`config.mk`:
```
export PLATFORM = sky130hd
export DESIGN_NAME = i2c_target_flat
export DESIGN_NICKNAME = d
export VERILOG_FILES = /design/src/rtl/i2c_target_if.sv /design/src/rtl/i2c_target.sv /design/src/flat_wrapper.sv
export SDC_FILE = /design/constraint.sdc
export NUM_CORES = 1
export LEC_CHECK = 0
export BUFFER_PORTS_ARGS = -buffer_cell sky130_fd_sc_hd__buf_2
export CORE_MARGIN = 1
export CORE_UTILIZATION = 45
export CTS_CLUSTER_DIAMETER = 60
export DETAILED_ROUTE_END_ITERATION = 10
export PLACE_DENSITY = 0.79
export SLEW_MARGIN = 20
export SYNTH_ARGS = -nofsm -noshare
export SYNTH_HDL_FRONTEND = slang
export SYNTH_SLANG_ARGS = --single-unit
```
`constraint.sdc`:
```
create_clock -name clk -period 2.2 [get_ports clk]
set_input_delay 0.44 -clock clk [delete_from_list [all_inputs] [get_ports clk]]
set_output_delay 0.44 -clock clk [all_outputs]
set_load 0.05 [all_outputs]
```
`src/rtl/i2c_target_if.sv`:
```
`default_nettype none
//==============================================================================
// Module      : i2c_target_if
// Description : Pad-side and user-side signal bundle of the I2C target.
// Revision    : 1.0 - initial release
//==============================================================================
interface i2c_target_if;
  logic       scl_in;
  logic       sda_in;
  logic       sda_oe;
  logic [7:0] rx_data;
  logic       rx_valid;
  logic [7:0] tx_data;
  logic       tx_req;
  logic       addr_hit;
  logic       busy;
`ifdef I2C_TARGET_GENCALL_EN
  logic       gencall;

  modport slave (
    input  scl_in, sda_in, tx_data,
    output sda_oe, rx_data, rx_valid, tx_req, addr_hit, busy, gencall
  );
  modport master (
    output scl_in, sda_in, tx_data,
    input  sda_oe, rx_data, rx_valid, tx_req, addr_hit, busy, gencall
  );
`else
  modport slave (
    input  scl_in, sda_in, tx_data,
    output sda_oe, rx_data, rx_valid, tx_req, addr_hit, busy
  );
  modport master (
    output scl_in, sda_in, tx_data,
    input  sda_oe, rx_data, rx_valid, tx_req, addr_hit, busy
  );
`endif
endinterface
`default_nettype wire

```
`src/rtl/i2c_target.sv`:
```
`default_nettype none
//==============================================================================
// Module      : i2c_target
// Description : Oversampled I2C target: 7-bit address match, write/read with
//               ACK/NACK, open-drain SDA. General call via I2C_TARGET_GENCALL_EN.
// Revision    : 1.0 - initial release
//==============================================================================
module i2c_target #(
  parameter logic [6:0] ADDR        = 7'h42,
  parameter int         SYNC_STAGES = 2
) (
  input  wire logic   clk,
  input  wire logic   rst,
  i2c_target_if.slave bus
);

  localparam logic [2:0] c_st_idle      = 3'd0;
  localparam logic [2:0] c_st_addr      = 3'd1;
  localparam logic [2:0] c_st_addr_ack  = 3'd2;
  localparam logic [2:0] c_st_rx        = 3'd3;
  localparam logic [2:0] c_st_rx_ack    = 3'd4;
  localparam logic [2:0] c_st_tx        = 3'd5;
  localparam logic [2:0] c_st_tx_ack    = 3'd6;
  localparam logic [2:0] c_st_wait_stop = 3'd7;

  logic [SYNC_STAGES-1:0] r_scl_sync, r_sda_sync;
  logic                   r_scl_d, r_sda_d;
  logic                   w_scl_s, w_sda_s;
  logic                   w_scl_rise, w_scl_fall, w_start, w_stop;
  logic [7:0]             w_byte_in;
  logic                   w_gc_in, w_addr_ok;

  logic [2:0] r_state, w_state_nxt;
  logic [2:0] r_cnt, w_cnt_nxt;
  logic [7:0] r_shift, w_shift_nxt;
  logic       r_done, w_done_nxt;
  logic       r_oe, w_oe_nxt;
  logic [7:0] r_rx_data, w_rx_data_nxt;
  logic       r_rx_valid, w_rx_valid_nxt;
  logic       r_tx_req, w_tx_req_nxt;
  logic       r_hit, w_hit_nxt;

  // Synchronisers reset to the idle-bus level so release never fakes a START.
  always_ff @(posedge clk or posedge rst) begin
    if (rst) begin
      r_scl_sync <= '1;
      r_sda_sync <= '1;
      r_scl_d    <= 1'b1;
      r_sda_d    <= 1'b1;
    end else begin
      r_scl_sync <= {r_scl_sync[SYNC_STAGES-2:0], bus.scl_in};
      r_sda_sync <= {r_sda_sync[SYNC_STAGES-2:0], bus.sda_in};
      r_scl_d    <= w_scl_s;
      r_sda_d    <= w_sda_s;
    end
  end

  assign w_scl_s    = r_scl_sync[SYNC_STAGES-1];
  assign w_sda_s    = r_sda_sync[SYNC_STAGES-1];
  assign w_scl_rise = w_scl_s & ~r_scl_d;
  assign w_scl_fall = ~w_scl_s & r_scl_d;
  assign w_start    = w_scl_s & r_sda_d & ~w_sda_s;
  assign w_stop     = w_scl_s & ~r_sda_d & w_sda_s;
  assign w_byte_in  = {r_shift[6:0], w_sda_s};
  assign w_addr_ok  = (w_byte_in[7:1] == ADDR) | w_gc_in;

`ifdef I2C_TARGET_GENCALL_EN
  logic r_gc;

  // General call only as a write: 0x01 is left to the normal mismatch path.
  assign w_gc_in = (w_byte_in == 8'h00);

  always_ff @(posedge clk or posedge rst) begin
    if (rst) begin
      r_gc <= 1'b0;
    end else if (w_start || w_stop) begin
      r_gc <= 1'b0;
    end else if (r_state == c_st_addr && r_done && w_scl_fall) begin
      r_gc <= (r_shift == 8'h00);
    end
  end

  assign bus.gencall = r_gc;
`else
  assign w_gc_in = 1'b0;
`endif

  always_ff @(posedge clk or posedge rst) begin
    if (rst) begin
      r_state    <= c_st_idle;
      r_cnt      <= 3'd7;
      r_shift    <= 8'h00;
      r_done     <= 1'b0;
      r_oe       <= 1'b0;
      r_rx_data  <= 8'h00;
      r_rx_valid <= 1'b0;
      r_tx_req   <= 1'b0;
      r_hit      <= 1'b0;
    end else begin
      r_state    <= w_state_nxt;
      r_cnt      <= w_cnt_nxt;
      r_shift    <= w_shift_nxt;
      r_done     <= w_done_nxt;
      r_oe       <= w_oe_nxt;
      r_rx_data  <= w_rx_data_nxt;
      r_rx_valid <= w_rx_valid_nxt;
      r_tx_req   <= w_tx_req_nxt;
      r_hit      <= w_hit_nxt;
    end
  end

  always_comb begin
    w_state_nxt    = r_state;
    w_cnt_nxt      = r_cnt;
    w_shift_nxt    = r_shift;
    w_done_nxt     = r_done;
    w_oe_nxt       = r_oe;
    w_rx_data_nxt  = r_rx_data;
    w_rx_valid_nxt = 1'b0;
    w_tx_req_nxt   = 1'b0;
    w_hit_nxt      = r_hit;
    if (w_stop) begin
      w_state_nxt = c_st_idle;
      w_oe_nxt    = 1'b0;
      w_hit_nxt   = 1'b0;
      w_done_nxt  = 1'b0;
    end else if (w_start) begin
      w_state_nxt = c_st_addr;
      w_cnt_nxt   = 3'd7;
      w_shift_nxt = 8'h00;
      w_oe_nxt    = 1'b0;
      w_hit_nxt   = 1'b0;
      w_done_nxt  = 1'b0;
    end else begin
      case (r_state)
        c_st_addr: begin
          if (w_scl_rise) begin
            w_shift_nxt = w_byte_in;
            if (r_cnt == 3'd0) begin
              if (w_addr_ok) w_done_nxt  = 1'b1;
              else           w_state_nxt = c_st_wait_stop;
            end else begin
              w_cnt_nxt = r_cnt - 3'd1;
            end
          end else if (w_scl_fall && r_done) begin
            w_done_nxt  = 1'b0;
            w_oe_nxt    = 1'b1;
            w_hit_nxt   = (r_shift[7:1] == ADDR);
            w_state_nxt = c_st_addr_ack;
          end
        end
        c_st_addr_ack: begin
          if (w_scl_fall) begin
            w_cnt_nxt = 3'd7;
            if (!r_shift[0]) begin
              w_oe_nxt    = 1'b0;
              w_state_nxt = c_st_rx;
            end else begin
              w_shift_nxt  = bus.tx_data;
              w_tx_req_nxt = 1'b1;
              w_oe_nxt     = ~bus.tx_data[7];
              w_state_nxt  = c_st_tx;
            end
          end
        end
        c_st_rx: begin
          if (w_scl_rise) begin
            w_shift_nxt = w_byte_in;
            if (r_cnt == 3'd0) begin
              w_rx_data_nxt  = w_byte_in;
              w_rx_valid_nxt = 1'b1;
              w_done_nxt     = 1'b1;
            end else begin
              w_cnt_nxt = r_cnt - 3'd1;
            end
          end else if (w_scl_fall && r_done) begin
            w_done_nxt  = 1'b0;
            w_oe_nxt    = 1'b1;
            w_state_nxt = c_st_rx_ack;
          end
        end
        c_st_rx_ack: begin
          if (w_scl_fall) begin
            w_oe_nxt    = 1'b0;
            w_cnt_nxt   = 3'd7;
            w_state_nxt = c_st_rx;
          end
        end
        c_st_tx: begin
          // r_shift[7] is the bit on the wire; shifting exposes the next one.
          if (w_scl_fall) begin
            if (r_cnt == 3'd0) begin
              w_oe_nxt    = 1'b0;
              w_state_nxt = c_st_tx_ack;
            end else begin
              w_cnt_nxt   = r_cnt - 3'd1;
              w_shift_nxt = {r_shift[6:0], 1'b0};
              w_oe_nxt    = ~r_shift[6];
            end
          end
        end
        c_st_tx_ack: begin
          if (w_scl_rise && w_sda_s) begin
            w_state_nxt = c_st_wait_stop;
          end else if (w_scl_fall) begin
            w_shift_nxt  = bus.tx_data;
            w_tx_req_nxt = 1'b1;
            w_oe_nxt     = ~bus.tx_data[7];
            w_cnt_nxt    = 3'd7;
            w_state_nxt  = c_st_tx;
          end
        end
        default: ;
      endcase
    end
  end

  always_comb begin
    bus.sda_oe   = r_oe;
    bus.rx_data  = r_rx_data;
    bus.rx_valid = r_rx_valid;
    bus.tx_req   = r_tx_req;
    bus.addr_hit = r_hit;
    bus.busy     = (r_state != c_st_idle);
  end

endmodule
`default_nettype wire
```
`src/flat_wrapper.sv`:
```
// flat-port wrapper written by rule: the top's interface ports become plain ports
module i2c_target_flat 
#(
  parameter logic [6:0] ADDR        = 7'h42,
  parameter int         SYNC_STAGES = 2
)
  (clk, rst, bus_scl_in, bus_sda_in, bus_tx_data, bus_sda_oe, bus_rx_data, bus_rx_valid, bus_tx_req, bus_addr_hit, bus_busy);
  i2c_target_if bus_i ();
  input  wire logic clk;
  input  wire logic rst;
  input wire logic [$bits(bus_i.scl_in)-1:0] bus_scl_in;
  input wire logic [$bits(bus_i.sda_in)-1:0] bus_sda_in;
  input wire logic [$bits(bus_i.tx_data)-1:0] bus_tx_data;
  output wire logic [$bits(bus_i.sda_oe)-1:0] bus_sda_oe;
  output wire logic [$bits(bus_i.rx_data)-1:0] bus_rx_data;
  output wire logic [$bits(bus_i.rx_valid)-1:0] bus_rx_valid;
  output wire logic [$bits(bus_i.tx_req)-1:0] bus_tx_req;
  output wire logic [$bits(bus_i.addr_hit)-1:0] bus_addr_hit;
  output wire logic [$bits(bus_i.busy)-1:0] bus_busy;
  assign bus_i.scl_in = bus_scl_in;
  assign bus_i.sda_in = bus_sda_in;
  assign bus_i.tx_data = bus_tx_data;
  assign bus_sda_oe = bus_i.sda_oe;
  assign bus_rx_data = bus_i.rx_data;
  assign bus_rx_valid = bus_i.rx_valid;
  assign bus_tx_req = bus_i.tx_req;
  assign bus_addr_hit = bus_i.addr_hit;
  assign bus_busy = bus_i.busy;
  i2c_target #(.ADDR(ADDR), .SYNC_STAGES(SYNC_STAGES)) u_core (.clk(clk), .rst(rst), .bus(bus_i));
endmodule
```
==> out/qor.csv <==
stage;metric;value;unit
yosys;sequential cell area fraction in the yosys report;0.445;
sta;Post-Route Skew;0.00696;ns
pwr;PwrDens;1240;mW/mm²
die;Die ar.;0.00444;mm²
cts;cts bufs inserted;5;
cts;Clock Tree Buf Depth;2;
cts;CTS tree;done;
die;Vert. Die Dim;66.6;µm
routing;via count;1529;
run_status;status;finished, final reports clean;
min_path;worst hold path type;in2async;
pwr;LEAKAGE;0.00102;µW
critical_path;Crit Path Class;reg2reg;
sta;setup tns final;0;ns
routing;wirelength, routed;4340;µm
sta;worst slew pin tran;0.514;ns
die;# IOs;25;
yosys;Mapped Area;0.00188;mm²
sta;Slew HR;0.654;
yosys;Post-synth EDFFs;0;
yosys;most frequent cells after synthesis;24 x dfrtp_1, 16 x mux2_2, 13 x nor2_1, 10 x a21oi_1, 10 x o21ai_0;
yosys;Synth top area share;0.320;
cts;htree depth;2;
routing;average vias per placed instance;5.77;
yosys;largest family of logic cells by synthesized area;compound AO/OA/AOI/OAI gates;
routing;ANT nets after route;0;
sta;final period utilization;0.967;
yosys;async set-reset flop share out of synthesis;1.00;
yosys;Synth Area in Compound Gates;0.202;
yosys;Synth warnings;0;
global_route;vias in the first global route;1452;
cts;clk_lat worst skew;0.29;ns
sta;RSZ-0062 raised after global routing;false;
placed_design;GPL Wtd Cong;0.890;
cts;root buffer cell;clkbuf_8;
global_route;overall global routing resource usage;0.218;
yosys;adder-cell area share of the yosys netlist;0.0133;
routing;DRT iter0 DRCs;84;
critical_path;CP Data Required Time;2.37;ns
die;Die W;66.6;µm
placed_design;post-detail-place hpwl;3090;µm
placed_design;IO buf count;24;
global_route;gr ovfl total;0;
routing;First-pass DRT Iterations;5;
cts;clock sink count;33;
yosys;mux cell area share after synthesis;0.107;
die;core area;0.00400;mm²
critical_path;Worst path max stage delay;0.52;ns
die;site row count;23;
run;Max-Cap Viols;0;
global_route;largest net degree at the start of global routing;34;
pwr;Max IR drop VDD;542;µV
critical_path;Reg2Reg Depth;8;
yosys;Avg Inst Size Synth;10.6;µm²
global_route;first-pass GRT wire length;7060;µm
critical_path;crit path launch;u_core.r_cnt[1];
critical_path;CP most frequent cell;nor4_4;
critical_path;Crit. End Element;flop;
yosys;most frequent cell after synthesis;dfrtp_1;
critical_path;Worst setup SP type;flop;
critical_path;CP max-delay cell;dfstp_2;
routing;drt wl/cell;16.4;µm
yosys;synth unique cells;49;
yosys;Syn Inst Count;178;
sta;Setup-failing EPs final;0;
yosys;ys flop type;dfrtp_1;
critical_path;Reg-to-Reg Start;u_core.r_cnt[1];
pwr;Total Power;2760;µW
yosys;Post-Synth XOR/XNOR Area;0;
cells_and_area;ant diodes;0;
critical_path;CP Cell Sequence;inv_2 -> ha_4 -> and2b_2 -> nor4_4 -> nor4_4 -> nor3_4 -> buf_6 -> mux2_2;
yosys;syn nets;192;
sta;Final Max Slew Viols;0;
critical_path;Critical Path Fanout Max;3;
routing;drc violations;0;
yosys;number of synthesized register bits;33;
die;Initial Utilization;0.470;
cells_and_area;# nets final;228;
sta;clock period minus final worst setup slack;2.13;ns
cts;CTS clk-pin slew, worst paths;0.07;ns
cells_and_area;Area Growth Syn to Fin;18.6;%
sta;Max Clock Freq;470;MHz
critical_path;crit path DAT;2.29;ns
sta;Fin. Hold Viols;0;
cells_and_area;layout cells sized above 1;0.391;
yosys;Synth Area in Simple Gates;0.192;
global_route;initial antenna violation count;0;
yosys;Yosys top cell by area;dfrtp_1;
yosys;ranking of synthesized cells by area;dfrtp_1 32%, dfstp_2 13%, mux2_2 9.6%;
==> cells in the final DEF, fill, tap and decap left out, types with 3 or more instances in the layout <==
master,n
nand2_1,8
mux2_2,15
dfstp_2,9
buf_4,12
a21oi_1,10
o21ai_0,10
nor2_1,13
nor3_1,3
buf_2,24
clkbuf_1,3
inv_2,3
a31oi_1,4
a22oi_1,8
nand2b_1,7
inv_1,4
nand3_1,4
clkbuf_8,5
dfrtp_1,24
nand4_1,3
==> power breakdown <==
| part | internal [µW] | leakage (µW) | total [µW] | switching [µW] |
|---|---|---|---|---|
| Clock | 224 | 0.0000395 | 436 | 211 |
| Sequential | 756 | 0.000419 | 931 | 175 |
| Combinational | 622 | 0.000561 | 1390 | 773 |
==> cell type report <==
type | instances | area (µm²)
clock buffer | 8 | 80.1
fill | 341 | 1770
inverter | 7 | 26.3
multi-input combinational | 129 | 991
sequential | 33 | 837
tap | 50 | 62.6
timing repair buffer | 38 | 233
==> flip-flops by register name, summed over array words and instances (netlist names), 2 cells and up <==
signal,cells
u_core.bus.rx_data,8
u_core.r_cnt,3
u_core.r_scl_sync,2
u_core.r_sda_sync,2
u_core.r_shift,8
u_core.r_state,3
==> metrics by stage <==
step / area, µm² / std cells / util / hold slack, ns / worst slack [ns]
final: 2230 / 265 / 0.557 / 0.248 / 0.0725
after global routing: 2230 / 265 / 0.557 / 0.237 / 0.0162
after detailed placement: 2100 / 255 / 0.525 / 0.352 / 0.0235
after CTS: 2190 / 263 / 0.547 / 0.246 / 0.0402
after global placement: 2100 / 255 / 0.525 / 0.346 / 0.0932
after floorplan: 1880 / 178 / - / 0.345 / 0.0729
==> kinds of logic (layout without fill, tap and decap cells) <==
| kind of cell | after synthesis | after routing |
|---|---|---|
| simple gates | 56 | 56 |
| buf+inv | 16 | 53 |
| mux | 18 | 18 |
| fa+ha+maj | 2 | 2 |
| compound gates | 53 | 53 |
| flops | 33 | 33 |
==> critical path, delay by kind of cell, from the launching register on <==
kind          cells  cell delay (ns)
buf+inv           2             0.19
simple gates      4             0.81
fa+ha+maj         1             0.15
mux               1             0.33
flops             1             0.52
==> metal layers <==
metal,vias up,global-route usage,share of wire
met5,-,0,0
met4,0,0.0878,0.018
met3,9,0.0428,0.053
met2,59,0.346,0.48
met1,724,0.290,0.44
li1,737,-,-
==> timing repair <==
item | in CTS | in global routing
hold endpoints to repair | 0 | 0
pin swaps | 0 | 4
setup buffers | 0 | 2
resized for setup | 1 | 8
endpoints found under the setup margin | 2 | 7
gates cloned | 0 | 0
hold buffers | 0 | 0
==> final timing paths <==
check,endpoint,slack [ns]
worst max register to register,u_core.r_shift[3],0.07
min in group clk,u_core.r_scl_sync[0],0.25
worst min-delay path,u_core.bus.rx_data[0],0.25
worst max-delay path,u_core.r_shift[3],0.07
worst min register to register,u_core.r_scl_sync[1],0.35
max in group asynchronous,u_core.r_cnt[1],1.62
Power figures use the tool's default switching activity.
